**config.mk**
```make
export PLATFORM = sky130hd
export DESIGN_NAME = led_pulse_hold
export DESIGN_NICKNAME = d
export VERILOG_FILES = /design/src/rtl/led_pulse_hold.sv
export SDC_FILE = /design/constraint.sdc
export NUM_CORES = 1
export LEC_CHECK = 0
export ABC_AREA = 1
export CORE_MARGIN = 2
export CORE_UTILIZATION = 45
export CTS_CLUSTER_DIAMETER = 120
export CTS_CLUSTER_SIZE = 28
export DETAILED_ROUTE_END_ITERATION = 8
export GPL_TIMING_DRIVEN = 0
export PLACE_DENSITY_LB_ADDON = 0.15
export SLEW_MARGIN = 20
export SYNTH_ARGS = -nofsm -noshare
export SYNTH_HDL_FRONTEND = slang
export SYNTH_SLANG_ARGS = --single-unit
```
**constraint.sdc**
```tcl
create_clock -name CLK50MHZ -period 1.65 [get_ports CLK50MHZ]
set_input_delay 0.33 -clock CLK50MHZ [delete_from_list [all_inputs] [get_ports CLK50MHZ]]
set_output_delay 0.33 -clock CLK50MHZ [all_outputs]
set_load 0.005 [all_outputs]
```
**src/rtl/led_pulse_hold.sv**
```systemverilog
// Per-channel pulse-to-level converter for board LEDs: stretch mode holds each LED
// for HOLD_CYCLES after its last pulse, toggle mode flips it with a lockout window.
module led_pulse_hold #(
  parameter int WIDTH       = 4,
  parameter int HOLD_CYCLES = 2500000,
  parameter int CNT_W       = 22
) (
  input  logic             CLK50MHZ,
  input  logic             RST_N,
  input  logic [WIDTH-1:0] pulse_in,
  input  logic             mode_toggle,
  output logic [WIDTH-1:0] led_out,
  output logic             busy
);

  localparam logic [CNT_W-1:0] RELOAD = CNT_W'(HOLD_CYCLES - 1);

  logic             mode_q;
  logic             mode_d;
  logic [WIDTH-1:0] led_d;
  logic [CNT_W-1:0] cnt   [WIDTH];
  logic [CNT_W-1:0] cnt_d [WIDTH];

  always_comb begin
    mode_d = mode_q;
    led_d  = led_out;
    for (int i = 0; i < WIDTH; i++) begin
      cnt_d[i] = cnt[i];
    end

    if (mode_toggle != mode_q) begin
      // A mode switch wipes every channel and swallows pulses on that edge.
      mode_d = mode_toggle;
      led_d  = '0;
      for (int i = 0; i < WIDTH; i++) begin
        cnt_d[i] = '0;
      end
    end else begin
      for (int i = 0; i < WIDTH; i++) begin
        if (!mode_q) begin
          if (pulse_in[i]) begin
            led_d[i] = 1'b1;
            cnt_d[i] = RELOAD;
          end else if (cnt[i] != '0) begin
            cnt_d[i] = cnt[i] - CNT_W'(1);
          end else begin
            led_d[i] = 1'b0;
          end
        end else begin
          if (pulse_in[i] && (cnt[i] == '0)) begin
            led_d[i] = ~led_out[i];
            cnt_d[i] = RELOAD;
          end else if (cnt[i] != '0) begin
            cnt_d[i] = cnt[i] - CNT_W'(1);
          end
        end
      end
    end
  end

  always_ff @(posedge CLK50MHZ) begin
    if (!RST_N) begin
      mode_q  <= 1'b0;
      led_out <= '0;
      for (int i = 0; i < WIDTH; i++) begin
        cnt[i] <= '0;
      end
    end else begin
      mode_q  <= mode_d;
      led_out <= led_d;
      for (int i = 0; i < WIDTH; i++) begin
        cnt[i] <= cnt_d[i];
      end
    end
  end

  always_comb begin
    busy = 1'b0;
    for (int i = 0; i < WIDTH; i++) begin
      busy = busy | (cnt[i] != '0);
    end
  end

endmodule
```
==> out/qor.csv <==
metric,value,unit
timing.final.ws_setup,-0.311,ns
syn_inst,887,
final_number_of_setup_violating_endpoints,10,
postSynthNetCount,898,
post_synth_xor_area_fraction,0.0342,
rr_endpoint,cnt[0][58],
sequential_power_share,0.287,
detailedRoute.firstPassIterationCount,7,
p_sw_frac,0.404,
die-area,13400,sq um
timing.critical_path.to_type,output pin,
total_leakage_power,3.53,nW
maxCapViolations,0,
total_routed_length,16600,microns
yosysWarningCount,0,
async_reset_ff_frac,0,
path_max_fanout,4,
setup_repair_after_global_routing_missed_its_margin,true,
coreArea,12100,sq um
max-clock-path-buffers,2,
place_inst,1066,
cell_count_final_fillers_out,1175,
synth_enable_flop_cells,0,
synth_top_area_cell,dfxtp_1,
finalHoldViolations,0,
setup_crit_start_kind,register,
num-nets-final,1014,
critical_path.reg2reg.startpoint,cnt[0][50],
finalMaxSlewViolations,0,
worst_ep_arrival_time,1.63,ns
number_of_flip_flops_and_latches_in_the_synthesized_netlist,93,
grt-ovfl-total,0,
antenna_left,0,
grt_usage,0.237,
layout.cell_area.non_filler,7480,sq um
path_clk_slew,0.07,ns
synth.most_common_cell,nor2_1,
fraction_of_final_layout_cells_sized_beyond_drive_strength_1,0.274,
cellPowerDensity,1280,nW/um^2
min_period,1.96,ns
routability_congestion_estimate,0.876,
cts_sinks,93,
synth_adder_area_share,0.00888,
critPathLaunch,cnt[0][66],
top_level_ports,12,
post_drt_via_cell_ratio,5.10,
hold-path-endpoint,cnt[0][1],
proportion_of_synthesized_area_in_mux_cells,0,
postSynth.topFlopCell,dfxtp_1,
slew_of_the_pin_with_the_lowest_slew_margin,0.443,ns
grt_start_max_net_pins,16,
crit_required,1.32,ns
tns,-1.46,ns
worstRegToRegCells,15,
run_status,finished with violations,
number_of_antenna_violations_at_the_first_check_in_global_routing,0,
yosysSeqAreaShare,0.330,
net-switching-power,0.00386,W
initial_core_util,0.465,
synth_top_area_frac,0.330,
rows,40,
violations,setup timing,
fp.dieW,116,microns
grt_pass1_vias,5444,
seq_area,1900,sq um
cts-root-buf,clkbuf_16,
crit_type,reg -> out,
numCtsBuffers,9,
port_buffers,11,
final.fill_count,1098,
worst_hold_path.num_cells,2,
clock_skew,0.00541,ns
cts_tree,done,
maxSlewHeadroom,0.704,
synth_top_family_by_area,simple AND/OR/NAND/NOR gates,
post_synth_most_frequent_cells,"nor2_1 (243), nand2_1 (203), dfxtp_1 (93), inv_1 (86), nand3_1 (72)",
synthesis.area_per_instance,6.35,sq um
areaGrowthSynthToFinish,32.7,%
post-dp-hpwl,9990,microns
wl_per_cell,14.2,microns
grt_pass1_wl,25400,microns
worst_hold_startpoint,cnt[0][1],
synth_simple_gate_area_share,0.496,
peakVddDrop,0.912,mV
die_y,116,microns
detailedPlace.worstSlack,-0.779,ns
multi_input_area,3740,sq um
clock_insertion_delay_worst_skew,0.35,ns
vias,5990,
synth-compound-area-share,0.0533,
htree_levels,3,
syn_area,5640,sq um
ff2ff_setup_slack,-0.21,ns
diodes,0,
utilization,0.617,
placed_cell_area,5970,sq um
fmaxAchievable,0.510,GHz
clock_power_share,0.242,
synthDistinctLibCells,36,
share_comb_of_total_power,0.471,
detail_route.iter0.violations,498,
drt_drc_violations_left,0,
internal-power,0.00571,W
final.period_utilization,1.19,
netlist_top_cells_area,"dfxtp_1 (33%), nor2_1 (16%), nand2_1 (14%)",
timing.hold.worst.class,reg -> reg,
[logic make-up after synthesis]
logic type                 after synthesis
AOI/OAI and AO/OA                       55
xor gates and xnor gates                22
adders and majority gates                4
buffers and inverters                  105
DFF                                     93
and+or+nand+nor                        608
[cell usage in the layout (no fill, tap or decap), drive strengths merged, types with 3 or more instances in the layout]
cell,synthesis,final
nor2,272,273
nand2,214,215
buf,9,99
inv,92,93
dfxtp,93,93
nand3,80,80
a21oi,25,25
o21ai,24,24
nand4,20,22
xor2,18,18
clkbuf,2,13
nor3,11,11
clkdlybuf4s50,0,10
nand3b,6,6
xnor2,4,4
o21bai,4,4
ha,4,4
clkinvlp,0,3
nor3b,3,3
[per-stage QoR]
stage	hold WS, ns	power [W]
4_1_cts	0.504	0.00895
5_1_grt	0.534	0.0101
2_1_floorplan	0.423	0.00529
3_3_place_gp	0.477	0.00592
3_5_place_dp	0.482	0.00593
6_report	0.496	0.00957
[registers in the layout, summed over array words and instances (netlist names)]
name	cells
led_out	4
cnt	88
mode_q	1
[routing by layer]
metal / up-vias / wire (microns) / track usage / part of all wire
met5: - / 0 / 0 / 0
met3: 44 / 1050 / 0.0497 / 0.063
li1: 3027 / - / - / -
met1: 2707 / 7360 / 0.306 / 0.44
met4: 0 / 487 / 0.0794 / 0.029
met2: 212 / 7740 / 0.395 / 0.47
[power groups by stage]
stage          sequential, W  combinational (W)  clock (W)
6_report             0.00274            0.00451    0.00231
5_1_grt              0.00277            0.00493    0.00244
4_1_cts              0.00270            0.00389    0.00236
3_5_place_dp         0.00274            0.00319          0
3_3_place_gp         0.00274            0.00318          0
2_1_floorplan        0.00269            0.00260          0
[cell type report]
type / instances / share of cell area
Inverter: 94 / 0.0494
Sequential cell: 93 / 0.255
Clock buffer: 10 / 0.0320
Buffer: 9 / 0.00937
Tap cell: 168 / 0.0281
Clock inverter: 5 / 0.0112
Multi-Input combinational cell: 693 / 0.500
Timing Repair Buffer: 103 / 0.115
[critical path, stage by stage, from the launching register on]
cell and delay (ns):
dfxtp_2 0.33, inv_2 0.07, ha_4 0.17, nand2_8 0.06, nor2_4 0.16, nand3_4 0.11, nor2_4 0.11, nand4_1 0.11
buf_2 0.15
[worst max path at each step]
stage,end,slack (ns),cells past startpoint
2_1_floorplan,busy,0.03,8
3_3_place_gp,busy,-0.77,9
3_5_place_dp,busy,-0.78,9
4_1_cts,busy,-0.33,9
5_1_grt,busy,-0.35,7
6_report,busy,-0.31,8
[repair_timing]
item	CTS	global route
setup endpoints to repair	65	80
hold buffers	0	0
setup buffers	67	39
cloned	1	4
gates resized for setup	78	80
pin swaps	42	48
No activity file was read; power rests on OpenSTA's default activity.
